### config.mk
export PLATFORM = sky130hd
export DESIGN_NAME = demux_buffered
export DESIGN_NICKNAME = d
export VERILOG_FILES = /design/src/rtl/demux_buffered.sv
export SDC_FILE = /design/constraint.sdc
export NUM_CORES = 1
export LEC_CHECK = 0
export BUFFER_PORTS_ARGS = -buffer_cell sky130_fd_sc_hd__clkbuf_2
export CAP_MARGIN = 20
export CORE_MARGIN = 2
export CORE_UTILIZATION = 55
export CTS_CLUSTER_DIAMETER = 40
export CTS_CLUSTER_SIZE = 28
export DETAILED_ROUTE_END_ITERATION = 8
export GPL_TIMING_DRIVEN = 0
export PLACE_DENSITY = 0.8
export SLEW_MARGIN = 40
export SYNTH_ARGS = -nofsm -noshare
export SYNTH_HDL_FRONTEND = slang
export SYNTH_SLANG_ARGS = --single-unit
### constraint.sdc
create_clock -name clk -period 7.5 [get_ports clk]
set_input_delay 0.75 -clock clk [delete_from_list [all_inputs] [get_ports clk]]
set_output_delay 0.75 -clock clk [all_outputs]
set_load 0.005 [all_outputs]
### src/rtl/demux_buffered.sv
// Buffered 1-to-2 demultiplexer: routes each accepted word into queue A (sel=1)
// or queue B (sel=0). Each queue is a small FIFO drained by valid/ready.
module demux_buffered #(
  parameter int WIDTH = 32,
  parameter int DEPTH = 2,
  parameter int CW    = 2
) (
  input  logic             clk,
  input  logic             rst_n,
  input  logic             in_valid,
  output logic             in_ready,
  input  logic [WIDTH-1:0] in_data,
  input  logic             in_sel,
  output logic             a_valid,
  input  logic             a_ready,
  output logic [WIDTH-1:0] a_data,
  output logic             b_valid,
  input  logic             b_ready,
  output logic [WIDTH-1:0] b_data,
  output logic [CW-1:0]    a_count,
  output logic [CW-1:0]    b_count
);

  localparam int PW = (DEPTH > 1) ? $clog2(DEPTH) : 1;
  localparam logic [CW-1:0] FULL = CW'(DEPTH);

  logic [WIDTH-1:0] a_mem [DEPTH];
  logic [WIDTH-1:0] b_mem [DEPTH];
  logic [PW-1:0]    a_wr_ptr, a_rd_ptr;
  logic [PW-1:0]    b_wr_ptr, b_rd_ptr;
  logic             a_full, b_full;
  logic             a_push, a_pop, b_push, b_pop;

  assign a_full   = (a_count == FULL);
  assign b_full   = (b_count == FULL);

  // Readiness looks only at registered occupancy, so a full queue refuses a
  // push even if its consumer drains it in the same cycle.
  assign in_ready = in_sel ? !a_full : !b_full;

  assign a_valid  = (a_count != '0);
  assign b_valid  = (b_count != '0);
  assign a_data   = a_valid ? a_mem[a_rd_ptr] : '0;
  assign b_data   = b_valid ? b_mem[b_rd_ptr] : '0;

  assign a_push   = in_valid && in_ready && in_sel;
  assign b_push   = in_valid && in_ready && !in_sel;
  assign a_pop    = a_valid && a_ready;
  assign b_pop    = b_valid && b_ready;

  // Storage is not reset; the zero counts mask its contents after reset.
  always_ff @(posedge clk) begin
    if (a_push) a_mem[a_wr_ptr] <= in_data;
    if (b_push) b_mem[b_wr_ptr] <= in_data;
  end

  always_ff @(posedge clk or negedge rst_n) begin
    if (!rst_n) begin
      a_wr_ptr <= '0;
      a_rd_ptr <= '0;
      a_count  <= '0;
    end else begin
      if (a_push) a_wr_ptr <= a_wr_ptr + 1'b1;
      if (a_pop)  a_rd_ptr <= a_rd_ptr + 1'b1;
      case ({a_push, a_pop})
        2'b10:   a_count <= a_count + 1'b1;
        2'b01:   a_count <= a_count - 1'b1;
        default: a_count <= a_count;
      endcase
    end
  end

  always_ff @(posedge clk or negedge rst_n) begin
    if (!rst_n) begin
      b_wr_ptr <= '0;
      b_rd_ptr <= '0;
      b_count  <= '0;
    end else begin
      if (b_push) b_wr_ptr <= b_wr_ptr + 1'b1;
      if (b_pop)  b_rd_ptr <= b_rd_ptr + 1'b1;
      case ({b_push, b_pop})
        2'b10:   b_count <= b_count + 1'b1;
        2'b01:   b_count <= b_count - 1'b1;
        default: b_count <= b_count;
      endcase
    end
  end

endmodule

==> reports/metrics.yaml, run 1 <==
status: "complete, no violations"
cts_resized: 0
grt_pass1_vias: 2984
wire_per_inst_um: 17.7
cts_buffer_depth: 2
post_route_cells_drive_above_1_share_pct: 37.4
antenna_found_initial: 0
swShare_pct: 31.8
pwr-share-seq_pct: 38.1
final_nets: 484
vias: 2955
start_kind: "register"
fillers: 634
drc: 0
ant_nets: 0
power_w: 0.00263
drtIter0Drc: 126
ys_seq_area_share_pct: 76.7
synthSimpleGateAreaFrac_pct: 6.38
drv_slew: 0
pwr-share-comb_pct: 33.5
end_kind: "output port"
critPathSlowestCell: "dfrtp_1"
fin_ws_ps: 5060
tritoncts: "done"
ys_top_cells_by_area: "edfxtp_1 (73%), mux2i_1 (12%), nor2_1 (5.0%)"
cts_buffers: 17
cp_max_fo: 10
num_rows: 35
rsz0062_at_grt: "no"
cpPeakStageDelay_ps: 460
critPathKind: "reg2out"
dieArea_mm2: 0.0104
fmax_mhz: 409
cp_cell_sequence: "nor2_4 -> buf_2 -> nor2_1 -> clkbuf_2"
synthMuxAreaShare_pct: 12.4
ctsRootBufferMaster: "clkbuf_8"
yosys.area.top_type: "edfxtp_1"
p_per_area_mw_per_mm2: 392
cap_viol_max_count: 0
required_ps: 6750
ctsHoldBuffers: 0
routabilityCongestion: 0.719
grt_pass1_wl_um: 15400
yosys_register_bits: 136
async_flop_share_pct: 5.88
routed_wl_um: 10400
pin_count: 109
numPortBuffers: 108
ys_top_cells_by_count: "edfxtp_1 (128), nor2_1 (70), mux2i_1 (64)"
grt_usage_pct: 20.4
slew_headroom_pct: 75.6
antenna_cells: 0
dpl.hpwl_um: 7090
fin_crit_ps: 2440
switching_power_w: 0.000836
synth_edf_count: 128
dp_slack_ps: 5440
initial_core_util_pct: 56.8
final.setup.tns_ps: 0
yosys.area_share.adder_pct: 0.475
cts.clk_slew.worst_paths_ps: 60
synth.top_cell.area_share_pct: 72.9
yosysWarnings: 0
fin_crit_sh_pct: 32.6
routed_via_density: 5.04
syn2layout_area_growth_pct: 27.1
internal_power_w: 0.00179
p_clk_share_pct: 28.3
grt_max_degree: 17
hold_viol: 0
hp-class: "in2async"
dr.pass1.iters: 5
post_cts_buffers: 0
die_h_um: 102
placeableCoreArea_mm2: 0.00928
synth_top_family_by_area: "multiplexers"
synth_area_mm2: 0.00527
skew_ps: 6.79
htreeDepth: 4
syn_nets: 349
yosysMostFrequentCell: "edfxtp_1"
synth-xor-area-share_pct: 1.66
setup_viol: 0
fin_area_mm2: 0.00670
ir_drop_v: 0.000204
tightest_slew_ps: 364
syn_inst: 309
synth_ff_type: "edfxtp_1"
die_x_um: 102
synth_compound_area_share_pct: 0
rr_worst_depth: 4
ys_types: 18
overflow: 0
placed_cell_area_mm2: 0.00616
clock-sinks: 136
arrival_ps: 1690
avgSynthCellArea_um2: 17.1
leakage_nw: 2.75
worst_skew_pair.late_latency_ps: 490
routing by layer:
metal	GRT usage, %	wire length, µm
met1	26.3	4510
met2	34.2	5380
met3	5.54	404
met4	6.05	57
met5	0	0
registers in the layout, indices dropped and copies added, names as in the netlist:
name	cells
b_wr_ptr	1
a_wr_ptr	1
b_rd_ptr	1
a_count	2
b_count	2
a_mem	64
a_rd_ptr	1
b_mem	64
worst max-delay path: cells and delay by family, from the launching register on:
family        cells  cell delay (ps)
simple gates      2              330
buf+inv           2              410
flops             1              460
through the flow:
stage                     std cells  util, %  hold slack, ps
final                           586     72.2             102
after global routing            586     72.2            76.6
after CTS                       586     72.2            80.2
after detailed placement        554     66.4             560
after global placement          546     64.4             481
after floorplan                 309        -             454
power by group through the flow:
stage	registers [W]	logic, W	clock network [W]
after floorplan	0.00101	0.000503	0
after global placement	0.00102	0.000832	0
after detailed placement	0.00102	0.000892	0
after CTS	0.00100	0.000896	0.000757
after global routing	0.00101	0.000955	0.000792
final	0.00100	0.000882	0.000745
cell families (layout without fill, tap and decap cells):
| kind of cell | count (synthesis) | in the layout |
|---|---|---|
| DFF | 136 | 136 |
| and+or+nand+nor | 78 | 78 |
| muxes | 65 | 65 |
| buffers and inverters | 18 | 166 |
| xor gates and xnor gates | 10 | 10 |
| adders and majority gates | 2 | 2 |
worst paths after layout:
path                       slack [ps]            to   startpoint
setup / recovery                 5060    a_data[21]   a_count[0]
hold / removal                    100    b_count[1]        rst_n
setup reg to reg                 5770  a_mem[1][18]   a_count[0]
hold reg to reg                   570      a_wr_ptr     a_wr_ptr
max in group asynchronous        7220      a_rd_ptr        rst_n
min in group clk                  480  a_mem[0][23]  in_data[23]
cell type report:
cell class,instances,area (µm²),area share (%)
clock inverter,14,123,1.83
tap,129,161,2.41
inverter,4,15.0,0.224
timing repair buffer,116,698,10.4
multi-input combinational,155,1130,16.9
clock buffer,18,418,6.23
sequential,136,4040,60.3
buffer,14,113,1.68
cell usage in the layout (no fill, tap or decap), drive strengths merged:
master    instances
edfxtp          128
clkbuf          126
nor2             72
mux2i            64
buf              22
dfrtp             8
inv               8
xnor2             6
clkinv            6
xor2              4
clkinvlp          3
nand2b            2
and2              2
ha                2
nand3b            1
nand3             1
mux2              1
bufinv            1
No activity file was read; power rests on OpenSTA's default activity.
==> run 2, diff against run 1 <==
--- a/config.mk
+++ b/config.mk
@@ -5,15 +5,16 @@
 export SDC_FILE = /design/constraint.sdc
 export NUM_CORES = 1
 export LEC_CHECK = 0
+export ABC_AREA = 1
 export BUFFER_PORTS_ARGS = -buffer_cell sky130_fd_sc_hd__clkbuf_2
 export CAP_MARGIN = 20
 export CORE_MARGIN = 2
-export CORE_UTILIZATION = 55
+export CORE_UTILIZATION = 49
 export CTS_CLUSTER_DIAMETER = 40
 export CTS_CLUSTER_SIZE = 28
 export DETAILED_ROUTE_END_ITERATION = 8
 export GPL_TIMING_DRIVEN = 0
-export PLACE_DENSITY = 0.8
+export PLACE_DENSITY = 0.75
 export SLEW_MARGIN = 40
 export SYNTH_ARGS = -nofsm -noshare
 export SYNTH_HDL_FRONTEND = slang
==> constraint.sdc (replaced) <==
create_clock -name clk -period 2.01 [get_ports clk]
set_input_delay 0.201 -clock clk [delete_from_list [all_inputs] [get_ports clk]]
set_output_delay 0.201 -clock clk [all_outputs]
set_load 0.005 [all_outputs]
==> run 2 against run 1 <==
Sequential share of layout area shrank 3.8 points. Via count up 20%. Core utilization decreased by 5.6 points. Sequential power rose to 3.7 times the previous value. Synthesized cell count grew 28%. Die area grew 13%. Critical path depth grew 2. Count of clock-buffer cells in the layout is 4 higher.
==> reports/metrics.yaml, run 2 <==
status: "complete, no violations"
grt_max_degree: 33
cp_cell_sequence: "buf_2 -> inv_4 -> buf_4 -> nand2_1 -> a21oi_1 -> clkbuf_2"
yosysWarnings: 0
reg.largest.list: "a_mem: 64 flops, b_mem: 64 flops"
wire_per_inst_um: 16.0
arrival_ps: 1770
post_route_cells_drive_above_1_share_pct: 35.8
leakage_nw: 2.84
drv_slew: 0
routed_via_density: 4.96
hold_viol: 0
final_common_cell: "nand2_1"
ctsRootBufferMaster: "clkbuf_8"
drtIter0Drc: 233
numPortBuffers: 108
syn_inst: 395
dr.pass1.iters: 4
final_cell_mix: "nand2_1 (137), edfxtp_1 (128), clkbuf_2 (108)"
vias: 3546
synth_edf_count: 128
grt_usage_pct: 20.6
switching_power_w: 0.00346
placeableCoreArea_mm2: 0.0107
num_rows: 38
dieArea_mm2: 0.0117
seqCellArea_mm2: 0.00404
die_h_um: 108
overflow: 0
ir_drop_v: 0.000706
cpPeakStageDelay_ps: 350
p_clk_share_pct: 30.0
required_ps: 1810
tightest_slew_ps: 772
ys_types: 20
clock-sinks: 136
placed_cell_area_mm2: 0.00613
syn2layout_area_growth_pct: 34.1
swShare_pct: 33.0
fin_area_mm2: 0.00716
slew_headroom_pct: 48.5
syn_nets: 435
cts_buffers: 17
cts_buffer_depth: 2
ys_seq_area_share_pct: 75.8
antenna_found_initial: 0
skew_ps: 8.57
drc: 0
routabilityCongestion: 0.734
routed_wl_um: 11400
pwr-share-seq_pct: 35.4
tritoncts: "done"
grt_pass1_wl_um: 17500
yosys.area.top_type: "edfxtp_1"
setup_viol: 0
async_flop_share_pct: 5.88
synth_area_mm2: 0.00534
final_util_pct: 66.6
fin_crit_ps: 1970
synth.top_cell.area_share_pct: 72.0
fillers: 778
ys_top_cells_by_area: "edfxtp_1 (72%), nand2_1 (9.6%), a21oi_2 (4.8%)"
pin_count: 109
p_per_area_mw_per_mm2: 1470
critPathKind: "reg2out"
fin_crit_sh_pct: 97.9
htreeDepth: 4
multi_input_area_mm2: 0.00114
die_x_um: 108
dpl.hpwl_um: 7300
yosys_register_bits: 136
yosysMostFrequentCell: "nand2_1"
cap_viol_max_count: 0
final_nets: 602
initial_core_util_pct: 49.7
internal_power_w: 0.00703
fmax_mhz: 508
critPathSlowestCell: "dfrtp_1"
end_kind: "output port"
synth_ff_type: "edfxtp_1"
cp_max_fo: 10
pwr-share-comb_pct: 34.6
ys_top_cells_by_count: "nand2_1 (137), edfxtp_1 (128), a21oi_1 (37)"
reg2reg_slack_ps: 250
cts.clk_slew.worst_paths_ps: 60
ant_nets: 0
hp-class: "in2reg"
worst_skew_pair.late_latency_ps: 520
start_kind: "register"
grt_pass1_vias: 3443
avgSynthCellArea_um2: 13.5
antenna_cells: 0
run 2: final timing paths:
path,cells after the start,start,end
worst max-delay path,6,a_rd_ptr,a_data[1]
worst min register to register,2,a_wr_ptr,a_wr_ptr
worst min-delay path,4,a_ready,a_rd_ptr
min in group asynchronous,2,rst_n,a_count[1]
max in group asynchronous,2,rst_n,b_wr_ptr
worst max register to register,4,a_count[0],a_mem[0][19]
run 2: what timing repair did:
item,4_1_cts,5_1_grt
pin swaps,0,2
endpoints found under the setup margin,31,77
hold buffers,35,0
hold endpoints to repair,137,0
buffers inserted,0,1
gates resized for setup,4,21
run 2: cells by family (layout without fill, tap and decap cells):
logic type                 Yosys count  in the layout  share of synthesized area (%)
xor gates and xnor gates             6              6                          0.985
AOI/OAI and AO/OA                   68             68                           8.56
buffers and inverters               35            215                           3.28
DFF                                136            136                           75.8
adders and majority gates            2              2                          0.469
and+or+nand+nor                    148            148                           10.9
run 2: cell type report:
class,instances,share of cell area [%]
Clock buffer,22,6.61
Sequential cell,136,56.5
Multi-Input combinational cell,224,16.0
Timing Repair Buffer,148,13.4
Clock inverter,10,1.99
Inverter,15,0.856
Tap cell,140,2.45
Buffer,20,2.25
run 2: metrics by stage:
step / worst slack, ps / setup TNS (ps) / total power, W / instances / hold slack [ps]
after floorplan: 70.9 / 0 / 0.00571 / 395 / -94.6
after global placement: -531 / -44380 / 0.00711 / 643 / 59.4
after detailed placement: 147 / 0 / 0.00724 / 647 / 70.2
after CTS: 8.39 / 0 / 0.0105 / 714 / 1.46
after global routing: -10.9 / -28.0 / 0.0111 / 715 / 25.2
final: 42.3 / 0 / 0.0105 / 715 / 17.2
run 2: routing by layer:
| metal | up-vias | global-route usage (%) | wire [µm] |
|---|---|---|---|
| li1 | 1710 | - | - |
| met1 | 1707 | 26.7 | 5170 |
| met2 | 113 | 33.9 | 5530 |
| met3 | 16 | 5.30 | 551 |
| met4 | 0 | 7.42 | 172 |
| met5 | - | 0 | 0 |
run 2: critical path: cells and delay by family, from the launching register on:
| kind | cells | cell delay [ps] |
|---|---|---|
| and+or+nand+nor | 1 | 60 |
| AOI/OAI and AO/OA | 1 | 200 |
| DFF | 1 | 350 |
| buffers and inverters | 4 | 620 |
run 2: power groups by stage:
stage	Clock (W)	Sequential, W	Combinational, W
2_1_floorplan	0	0.00373	0.00198
3_3_place_gp	0	0.00375	0.00335
3_5_place_dp	0	0.00376	0.00348
4_1_cts	0.00318	0.00372	0.00358
5_1_grt	0.00328	0.00375	0.00402
6_report	0.00315	0.00371	0.00363
==> run 3, diff against run 2 <==
--- a/config.mk
+++ b/config.mk
@@ -8,13 +8,16 @@
 export ABC_AREA = 1
 export BUFFER_PORTS_ARGS = -buffer_cell sky130_fd_sc_hd__clkbuf_2
 export CAP_MARGIN = 20
+export CELL_PAD_IN_SITES_DETAIL_PLACEMENT = 1
+export CELL_PAD_IN_SITES_GLOBAL_PLACEMENT = 1
 export CORE_MARGIN = 2
-export CORE_UTILIZATION = 49
+export CORE_UTILIZATION = 40
 export CTS_CLUSTER_DIAMETER = 40
 export CTS_CLUSTER_SIZE = 28
 export DETAILED_ROUTE_END_ITERATION = 8
 export GPL_TIMING_DRIVEN = 0
-export PLACE_DENSITY = 0.75
+export HOLD_SLACK_MARGIN = 0.02
+export PLACE_DENSITY_LB_ADDON = 0.1
 export SLEW_MARGIN = 40
 export SYNTH_ARGS = -nofsm -noshare
 export SYNTH_HDL_FRONTEND = slang
==> run 3 against run 2 <==
Cell area decreased by 1.8%. Sequential power about the same. Non-clock buffer count down 6. Critical endpoint is now a_data[28]. Power decreased by 5.1%. First-iteration DRC count fell by 2.1%.
==> reports/metrics.yaml, run 3 (synthesis results as in run 2) <==
final_util_pct: 53.5
finalNonFillerCells: 743
drv_slew: 0
hp-class: "in2reg"
critPathBufInv: 4
status: "complete, no violations"
cp_max_fo: 10
p_clk_share_pct: 25.9
grt_max_degree: 18
wire_per_inst_um: 17.4
fmax_mhz: 528
routed_via_density: 4.81
cp_cell_sequence: "buf_2 -> inv_2 -> clkbuf_4 -> nand2_1 -> a21oi_1 -> clkbuf_2"
clock-sinks: 136
skew_ps: 4.70
syn2layout_area_growth_pct: 31.7
cpPeakStageDelay_ps: 350
fin_area_mm2: 0.00703
pin_count: 109
ir_drop_v: 0.000754
setup_viol: 0
antenna_found_initial: 0
antenna_cells: 0
cap_viol_max_count: 0
htreeDepth: 4
fillers: 1359
tritoncts: "done"
reg2reg_slack_ps: 170
rr_worst_depth: 6
end_kind: "output port"
switching_power_w: 0.00344
die_x_um: 120
dr.pass1.iters: 4
cts_buffer_depth: 2
placeableCoreArea_mm2: 0.0131
hold_viol: 0
start_kind: "register"
cp-endpoint: "a_data[28]"
fin_crit_sh_pct: 94.3
rr_endpoint: "a_mem[1][16]"
die_h_um: 120
p_per_area_mw_per_mm2: 1420
internal_power_w: 0.00651
dieArea_mm2: 0.0143
pwr-share-comb_pct: 36.8
cts.clk_slew.worst_paths_ps: 50
num_rows: 42
critical-path-top-delay-family: "buffers and inverters"
drtIter0Drc: 228
final_cell_mix: "nand2_1 (137), edfxtp_1 (128), clkbuf_2 (108)"
numPortBuffers: 108
routed_wl_um: 12900
worst_hold_slack_ps: 33.6
swShare_pct: 34.6
crit_cells: 6
cts_buffers: 17
grt_pass1_vias: 3733
dp.cells: 685
fin_crit_ps: 1890
power_w: 0.00995
post_route_cells_drive_above_1_share_pct: 34.4
grt_pass1_wl_um: 20000
routabilityCongestion: 0.727
dpl.hpwl_um: 8760
leakage_nw: 2.77
placed_cell_area_mm2: 0.00625
drc: 0
overflow: 0
worstSetupStartpoint: "a_rd_ptr"
grt_usage_pct: 19.0
reg.largest.list: "a_mem: 64 flops, b_mem: 64 flops"
final_common_cell: "nand2_1"
final_nets: 596
critPathKind: "reg2out"
critPathSlowestCell: "dfrtp_1"
vias: 3577
arrival_ps: 1690
tightest_slew_ps: 479
pwr-share-seq_pct: 37.3
worst_skew_pair.late_latency_ps: 400
reg2reg_from: "a_count[0]"
ctsRootBufferMaster: "clkbuf_16"
slew_headroom_pct: 68.0
initial_core_util_pct: 40.6
post_cts_buffers: 0
required_ps: 1810
ant_nets: 0
[run 3: power groups by stage]
stage / sequential [W] / combinational, W / clock (W)
after global routing: 0.00375 / 0.00409 / 0.00272
after floorplan: 0.00373 / 0.00198 / 0
after detailed placement: 0.00376 / 0.00370 / 0
after global placement: 0.00375 / 0.00347 / 0
after CTS: 0.00372 / 0.00376 / 0.00261
final: 0.00371 / 0.00366 / 0.00257
[run 3: repair_timing]
| action | 4_1_cts | 5_1_grt |
|---|---|---|
| endpoints found under the hold margin | 109 | 2 |
| hold buffers | 27 | 1 |
| resized for setup | 1 | 4 |
| endpoints found under the setup margin | 8 | 8 |
[run 3: layout make-up]
cell class                      count  area (µm²)  area share, %
Sequential cell                   136        4040           57.5
Clock buffer                       24         452           6.43
Timing Repair Buffer              142         961           13.7
Multi-Input combinational cell    224        1140           16.2
Buffer                             20         129           1.83
Clock inverter                      6        28.8          0.409
Inverter                           15        56.3          0.801
Tap cell                          176         220           3.13
[run 3: per-stage QoR]
step,setup TNS [ps],setup WS [ps]
2_1_floorplan,0,70.9
3_3_place_gp,-55090,-644
3_5_place_dp,0,153
4_1_cts,0,22.0
5_1_grt,-0.582,-0.300
6_report,0,115
[run 3: worst min path at each step]
stage               cells past startpoint  slack [ps]         from           end
detailed placement                      1          70        rst_n    b_count[0]
floorplan                               0         -90        rst_n    a_count[0]
global route                            1          20  in_data[10]  a_mem[1][10]
CTS                                     1          20  in_data[17]  b_mem[1][17]
global placement                        1          70        rst_n    b_count[0]
finish                                  1          30  in_data[10]  a_mem[0][10]
[run 3: metal layers]
layer	vias up	part of all wire, %	track usage [%]
li1	1702	-	-
met1	1776	43	23.7
met2	85	52	32.5
met3	14	3.8	4.33
met4	0	1.4	7.21
met5	-	0	0
